### config.mk
export PLATFORM = sky130hd
export DESIGN_NAME = pipeline_seq_ctrl
export DESIGN_NICKNAME = d
export VERILOG_FILES = /design/src/rtl/mips_ctrl_pkg.sv /design/src/rtl/sat_counter.sv /design/src/rtl/pipeline_seq_ctrl.sv
export SDC_FILE = /design/constraint.sdc
export NUM_CORES = 1
export LEC_CHECK = 0
export CAP_MARGIN = 20
export CORE_ASPECT_RATIO = 1.5
export CORE_MARGIN = 2
export CORE_UTILIZATION = 35
export CTS_CLUSTER_DIAMETER = 80
export DETAILED_ROUTE_END_ITERATION = 12
export PLACE_DENSITY = 0.64
export SETUP_SLACK_MARGIN = 0.5
export SYNTH_ARGS = -nofsm -noshare
export SYNTH_HDL_FRONTEND = slang
export SYNTH_HIERARCHICAL = 1
export SYNTH_SLANG_ARGS = --single-unit
### constraint.sdc
create_clock -name clk -period 6.65 [get_ports clk]
set_clock_uncertainty 0.2 [all_clocks]
set_input_delay 0.9975 -clock clk [delete_from_list [all_inputs] [get_ports clk]]
set_output_delay 0.9975 -clock clk [all_outputs]
set_load 0.05 [all_outputs]
### src/rtl/mips_ctrl_pkg.sv
// Shared definitions for the MIPS pipeline sequencing controller.
// State encoding is visible on o_state, so the values are fixed.
package mips_ctrl_pkg;

    typedef enum logic [2:0] {
        ST_IDLE   = 3'd0,
        ST_RUN    = 3'd1,
        ST_STEP   = 3'd2,
        ST_DRAIN  = 3'd3,
        ST_HALTED = 3'd4
    } state_e;

    localparam int DRAIN_CYCLES_DEF = 3;

    function automatic logic is_active(input state_e s);
        return (s == ST_RUN) || (s == ST_STEP) || (s == ST_DRAIN);
    endfunction

endpackage

### src/rtl/sat_counter.sv
// Saturating up-counter with synchronous clear.
// Shared by the sequencer and the debug unit.
module sat_counter #(
    parameter int W = 32
) (
    input  logic         clk,
    input  logic         rst_n,
    input  logic         en,
    input  logic         clr,
    output logic [W-1:0] count
);

    logic [W-1:0] count_q;
    logic [W-1:0] count_d;

    always_comb begin
        count_d = count_q;
        if (clr) begin
            count_d = '0;
        end else if (en && (count_q != {W{1'b1}})) begin
            count_d = count_q + 1'b1;
        end
    end

    always_ff @(posedge clk or negedge rst_n) begin
        if (!rst_n) begin
            count_q <= '0;
        end else begin
            count_q <= count_d;
        end
    end

    assign count = count_q;

endmodule

### src/rtl/pipeline_seq_ctrl.sv
// Run/step/stall/flush/halt-drain sequencer for the MIPS pipeline latches.
// Strobes are combinational from state and hazard inputs.
module pipeline_seq_ctrl
    import mips_ctrl_pkg::*;
#(
    parameter int DRAIN_CYCLES = DRAIN_CYCLES_DEF,
    parameter int CNT_W        = 32
) (
    input  logic             clk,
    input  logic             rst,
    input  logic             i_run,
    input  logic             i_pause,
    input  logic             i_step,
    input  logic             i_clear,
    input  logic             i_halt_instr,
    input  logic             i_load_stall,
    input  logic             i_branch_flush,
    output logic             o_en_pc,
    output logic             o_en_if_id,
    output logic             o_en_id_ex,
    output logic             o_en_ex_mem,
    output logic             o_en_mem_wb,
    output logic             o_flush_if_id,
    output logic             o_flush_id_ex,
    output logic             o_halted,
    output logic [2:0]       o_state,
    output logic [CNT_W-1:0] o_cycle_cnt
);

    localparam int DW = (DRAIN_CYCLES > 1) ? $clog2(DRAIN_CYCLES) : 1;

    state_e        state_q, state_d;
    logic [DW-1:0] drain_q, drain_d;
    logic          halt_take;
    logic          cnt_en;
    logic          cnt_clr;

    // A load-use stall masks a HALT decoded in the same cycle.
    assign halt_take = i_halt_instr && !i_load_stall;

    always_ff @(posedge clk or negedge rst) begin
        if (!rst) begin
            state_q <= ST_IDLE;
            drain_q <= '0;
        end else begin
            state_q <= state_d;
            drain_q <= drain_d;
        end
    end

    always_comb begin
        state_d = state_q;
        drain_d = drain_q;
        unique case (state_q)
            ST_IDLE: begin
                if (i_run) begin
                    state_d = ST_RUN;
                end else if (i_step) begin
                    state_d = ST_STEP;
                end
            end
            ST_RUN, ST_STEP: begin
                if (halt_take) begin
                    state_d = ST_DRAIN;
                    drain_d = DW'(DRAIN_CYCLES - 1);
                end else if (state_q == ST_STEP || i_pause) begin
                    state_d = ST_IDLE;
                end
            end
            ST_DRAIN: begin
                if (drain_q == '0) begin
                    state_d = ST_HALTED;
                end else begin
                    drain_d = drain_q - 1'b1;
                end
            end
            ST_HALTED: begin
                if (i_clear) begin
                    state_d = ST_IDLE;
                end
            end
            default: begin
                state_d = ST_IDLE;
            end
        endcase
    end

    always_comb begin
        o_en_pc       = 1'b0;
        o_en_if_id    = 1'b0;
        o_en_id_ex    = 1'b0;
        o_en_ex_mem   = 1'b0;
        o_en_mem_wb   = 1'b0;
        o_flush_if_id = 1'b0;
        o_flush_id_ex = 1'b0;
        unique case (state_q)
            ST_RUN, ST_STEP: begin
                o_en_pc     = 1'b1;
                o_en_if_id  = 1'b1;
                o_en_id_ex  = 1'b1;
                o_en_ex_mem = 1'b1;
                o_en_mem_wb = 1'b1;
                if (i_load_stall) begin
                    o_en_pc       = 1'b0;
                    o_en_if_id    = 1'b0;
                    o_flush_id_ex = 1'b1;
                end else if (i_halt_instr) begin
                    o_en_pc       = 1'b0;
                    o_flush_if_id = 1'b1;
                end else if (i_branch_flush) begin
                    o_flush_if_id = 1'b1;
                end
            end
            ST_DRAIN: begin
                o_en_ex_mem   = 1'b1;
                o_en_mem_wb   = 1'b1;
                o_flush_id_ex = 1'b1;
            end
            default: begin
            end
        endcase
    end

    assign o_halted = (state_q == ST_HALTED);
    assign o_state  = state_q;
    assign cnt_en   = is_active(state_q);
    assign cnt_clr  = (state_q == ST_HALTED) && i_clear;

    sat_counter #(
        .W(CNT_W)
    ) u_cycle_cnt (
        .clk  (clk),
        .rst_n(rst),
        .en   (cnt_en),
        .clr  (cnt_clr),
        .count(o_cycle_cnt)
    );

endmodule

### Word level (Yosys, flattened, before mapping)

Index checks and enable logic that the tools add are counted.

| storage, ports and cells | value |
|---|---|
| ROM bits | 0 |
| bits of input ports | 9 |
| memory bits (writable) | 0 |
| memories | 0 |
| output and inout bits | 43 |
| word-level logic and storage cells | 56 |
| register bits after elaboration | 37 |
| latch bits | 0 |

| cells by class | value |
|---|---|
| order comparisons | 0 |
| add/subtract/negate cells | 2 |
| bitwise logic cells | 0 |
| shift-type cells | 0 |
| multiply operators | 0 |
| divide/modulo/power cells | 0 |
| eq/ne operators | 11 |
| multiplexer cells | 25 |
| reductions and logical operators | 15 |

Operators by type and width:

| operator | number |
|---|---|
| 2-to-1 mux 32 bit | 2 |
| adder 32 x 1 -> 32 bit, second input constant | 1 |
| != test 32 bit, second input constant | 1 |
| 2-to-1 mux 3 bit | 6 |
| 2-to-1 mux 1 bit | 12 |
| one-hot mux 3 bit (4 select lines) | 1 |
| != test 2 bit, second input constant | 4 |
| == test 3 x 2 -> 1 bit, second input constant | 2 |
| != test 3 bit, second input constant | 2 |
| 2-to-1 mux 2 bit | 2 |
| one-hot mux 2 bit (2 select lines) | 1 |
| AND reduction 4 bit | 1 |
| nonzero test 2 bit | 2 |
| == test 3 x 1 -> 1 bit, second input constant | 1 |
| == test 3 bit, second input constant | 1 |
| logical AND 1 bit | 3 |
| logical NOT 3 bit | 1 |
| logical OR 1 bit | 3 |
| AND reduction 3 bit | 1 |
| OR reduction 3 bit | 1 |
| logical NOT 2 bit | 1 |
| one-hot mux 1 bit (2 select lines) | 1 |
| OR reduction 2 bit | 1 |
| subtractor 2 x 1 -> 2 bit, second input constant | 1 |
| logical NOT 1 bit | 1 |

### Depth between registers and ports, before layout

| logic depth | value |
|---|---|
| word-level depth | 6 |
| mapped depth | 10 |
| depth with buffers taken out | 7 |

### Modules after synthesis

Netlist, hierarchy kept.

By module, submodules not included:

| module | area each (sq um) | instances | cells an instance | seq. area each (sq um) |
|---|---|---|---|---|
| sat_counter | 1854.3 | 1 | 198 | 800.8 |
| pipeline_seq_ctrl | 459.2 | 1 | 50 | 125.1 |

### Least setup slack after synthesis

Ideal clock, no wire load.

| timing path | value |
|---|---|
| path type | input to output |
| start | input i_halt_instr |
| end | output o_en_pc |
| path slack | 2.902 ns |
| data arrival time | 2.551 ns |
| data required time | 5.452 ns |
| stages | 1 |
| path through | nor4_1 |

| on the way | value |
|---|---|
| word-level cells in the longest chain between the ends | 3 |

RTL lines:

| element | RTL line | source |
|---|---|---|
| start: declaration | pipeline_seq_ctrl.sv:15 | `input logic i_halt_instr,` |
| 2-to-1 mux 1 bit | pipeline_seq_ctrl.sv:107 | `end else if (i_halt_instr) begin` |
| 2-to-1 mux 1 bit | pipeline_seq_ctrl.sv:103 | `if (i_load_stall) begin` |
| 2-to-1 mux 1 bit | pipeline_seq_ctrl.sv:96 | `unique case (state_q)` |
| end: declaration | pipeline_seq_ctrl.sv:18 | `output logic o_en_pc,` |

Every way passes these cells.

### Final worst setup path

Same ends and word-level chain as after synthesis.

==> impl_metrics.csv <==
group,metric,value,unit
critical_path,path_buf_inv,2,
critical_path,crit_path_top_delay_cell,"clkdlybuf4s50_1",
finish,layout.nets,307,
placed_design,dp_hpwl,3860,um
critical_path,reg2reg_from,"o_state[1]",
critical_path,cpPeakStageDelay,0.86,ns
logic_synthesis,synthAdderAreaFrac,0.0108,
power,ir_drop,0.314,mV
critical_path,crit_fanout,5,
timing,setup_violations,0,
global_route,grt_pass1_vias,1901,
floorplan,num_io_pins,52,
floorplan,dieHeight,104,um
timing,slew_headroom,0.429,
logic_synthesis,synth_top_family_by_area,"simple AND/OR/NAND/NOR gates",
logic_synthesis,syn_nets,259,
logic_synthesis,synthMuxAreaShare,0.0416,
finish,fill_cells,656,
floorplan,die_area,0.00729,mm^2
cts,numCtsBuffers,5,
logic_synthesis,synth-seq-area-share,0.400,
cts,cts_hold_buf,0,
power,powerDensity,563,mW/mm^2
floorplan,die_w,70.4,um
logic_synthesis,synth.ff_latch_count,37,
route,wirelength,5520,um
logic_synthesis,yosys.area_share.simple,0.306,
route,firstDrtPassIters,4,
critical_path,end_kind,"output pin",
finish,layout_commonest_cell,"clkdlybuf4s50_1",
timing,slew_viol_final,0,
power,leakage,1.17,nW
finish,mostFrequentLayoutCells,"50 x clkdlybuf4s50_1, 37 x dfrtp_1, 30 x nor2_1",
global_route,grt_overflow_total,0,
critical_path,crit_chain,"clkdlybuf4s50_1 > nor4_1 > clkdlybuf4s50_1",
hold_path,hold_end,"drain_q[0]",
critical_path,crit_type,"in -> out",
timing,max_freq,257,MHz
timing,layout_setup_ws,2.75,ns
critical_path,cp.required,5.45,ns
power,power.total,1.66,mW
hold_path,hold_depth,3,
logic_synthesis,syn_avg_cell_area,9.33,um^2
critical_path,r2r-end,"u_cycle_cnt/count[31]",
timing,finalCriticalPeriod,3.90,ns
route,drtIter0Drc,40,
finish,stdcell_area,0.00295,mm^2
route,wl_per_cell,14.8,um
global_route,antenna_found_initial,0,
critical_path,worstPathArrival,2.70,ns
critical_path,cpLargestDelayFamily,"buffers and inverters",
cts,cts.path.max_buffers,2,
global_route,grt_max_degree,41,
placed_design,port_buffers,51,
run,maxCapViolCount,0,
global_route,grt_pass1_wl,9270,um
cts,clock_latency,0.30,ns
logic_synthesis,synth_cells,248,
cts,cts_tree,"built",
logic_synthesis,synth_compound_area_frac,0.140,
finish,area_delta_synth_final,27.3,%
critical_path,rrSetupSlack,3.68,ns
finish,drive_above_1_share,0.111,
floorplan,core,0.00644,mm^2
critical_path,critPathMostFrequentCell,"clkdlybuf4s50_1",
floorplan,start_util,0.359,
logic_synthesis,synth_ff_type,"dfrtp_1",
cts,cts.sinks,37,
finish,diodes,0,
logic_synthesis,synth_cell_type_count,53,
logic_synthesis,synthArstFlopShare,1.00,
cts,cts_setup_buffers,0,
cts,htreeDepth,2,
logic_synthesis,synthXorXnorAreaFrac,0.0562,
cts,clkTransAtPathRegs,0.08,ns
placed_design,globalplace.congestion,0.769,
route,route.detailed.drc,0,
hold_path,hold_start,"drain_q[0]",
logic_synthesis,ys_warn_count,6,
logic_synthesis,synth_edf_count,0,
timing,final_hold_viol_count,0,
logic_synthesis,syn_area,0.00231,mm^2
global_route,grt_usage,0.154,
route,vias_per_cell,5.39,
critical_path,r2r_cells,7,
timing,worst_pin_slew,0.856,ns
cts,cts_resized,0,
route,final_antenna_net_count,0,
critical_path,cp-start-kind,"primary input",
hold_path,hold_path.class,"reg -> reg",
timing,tns,0,ns
placed_design,placed_area,0.00285,mm^2
timing,rsz0062_at_grt,"no",
floorplan,rows,36,
placed_design,post-place-ws,2.73,ns
run_status,status,"complete, no violations",
timing,min_period_over_period,0.586,
cts,ctsRootBufferMaster,"clkbuf_8",
route,via_count,2010,
## area by class of cell
| cell class | count | area (um^2) | area share |
|---|---|---|---|
| Inverter | 10 | 37.5 | 0.0127 |
| Clock buffer | 5 | 68.8 | 0.0234 |
| Clock inverter | 3 | 22.5 | 0.00765 |
| Sequential cell | 37 | 926 | 0.314 |
| Tap cell | 76 | 95.1 | 0.0323 |
| Multi-Input combinational cell | 190 | 1280 | 0.435 |
| Timing Repair Buffer | 52 | 513 | 0.174 |
## state kept, by name, summed over array words and instances, names as in the netlist
signal and cells:
u_cycle_cnt/count 32, drain_q 2, o_state 3
## Yosys cell counts (6+ instances only)
| master | number | share of area |
|---|---|---|
| dfrtp_1 | 37 | 0.40 |
| nor2_1 | 30 | 0.049 |
| nand2_1 | 16 | 0.026 |
| a21oi_1 | 14 | 0.030 |
| nand3_1 | 13 | 0.028 |
| inv_1 | 10 | 0.016 |
| xnor2_1 | 10 | 0.038 |
| and3_1 | 8 | 0.022 |
| a211oi_1 | 6 | 0.019 |
| nand4_1 | 6 | 0.016 |
| nor2b_1 | 6 | 0.016 |
| nor3_1 | 6 | 0.013 |
## worst max-delay path by stage
stage / from / end / slack, ns / cells after the start
after floorplan: i_halt_instr / o_en_pc / 2.90 / 1
after global placement: i_load_stall / o_flush_if_id / 2.78 / 4
after detailed placement: i_halt_instr / o_en_pc / 2.73 / 3
after CTS: i_halt_instr / o_en_pc / 2.73 / 3
after global routing: i_halt_instr / o_en_pc / 2.66 / 3
final: i_halt_instr / o_en_pc / 2.75 / 3
## cells by family (layout without fill, tap and decap cells)
| family | count (synthesis) | after routing |
|---|---|---|
| compound gates | 45 | 45 |
| flops | 37 | 37 |
| xor+xnor | 14 | 14 |
| fa+ha+maj | 2 | 2 |
| buf+inv | 21 | 70 |
| mux | 8 | 8 |
| simple gates | 121 | 121 |
## tightest hold or removal path, delay by kind of cell, from the launching register on
kind	cells	cell delay, ns
flops	1	0.32
buf+inv	1	0.06
simple gates	2	0.10
## routing by layer
metal | global-route usage | vias to the layer above | part of all wire
li1 | - | 994 | -
met1 | 0.188 | 958 | 0.42
met2 | 0.268 | 52 | 0.51
met3 | 0.0321 | 6 | 0.053
met4 | 0.0453 | 0 | 0.013
met5 | 0 | - | 0
## power breakdown
group / switching (mW) / internal, mW / total [mW]
Combinational: 0.670 / 0.364 / 1.03
Clock: 0.0893 / 0.0735 / 0.163
Sequential: 0.142 / 0.319 / 0.461
## stage by stage
stage           util  std cells  hold slack [ns]
2_1_floorplan      -        248            0.282
3_3_place_gp   0.443        365            0.307
3_5_place_dp   0.443        365            0.305
4_1_cts        0.457        373            0.319
5_1_grt        0.457        373            0.365
6_report       0.457        373            0.315
No activity file was read; power rests on OpenSTA's default activity.
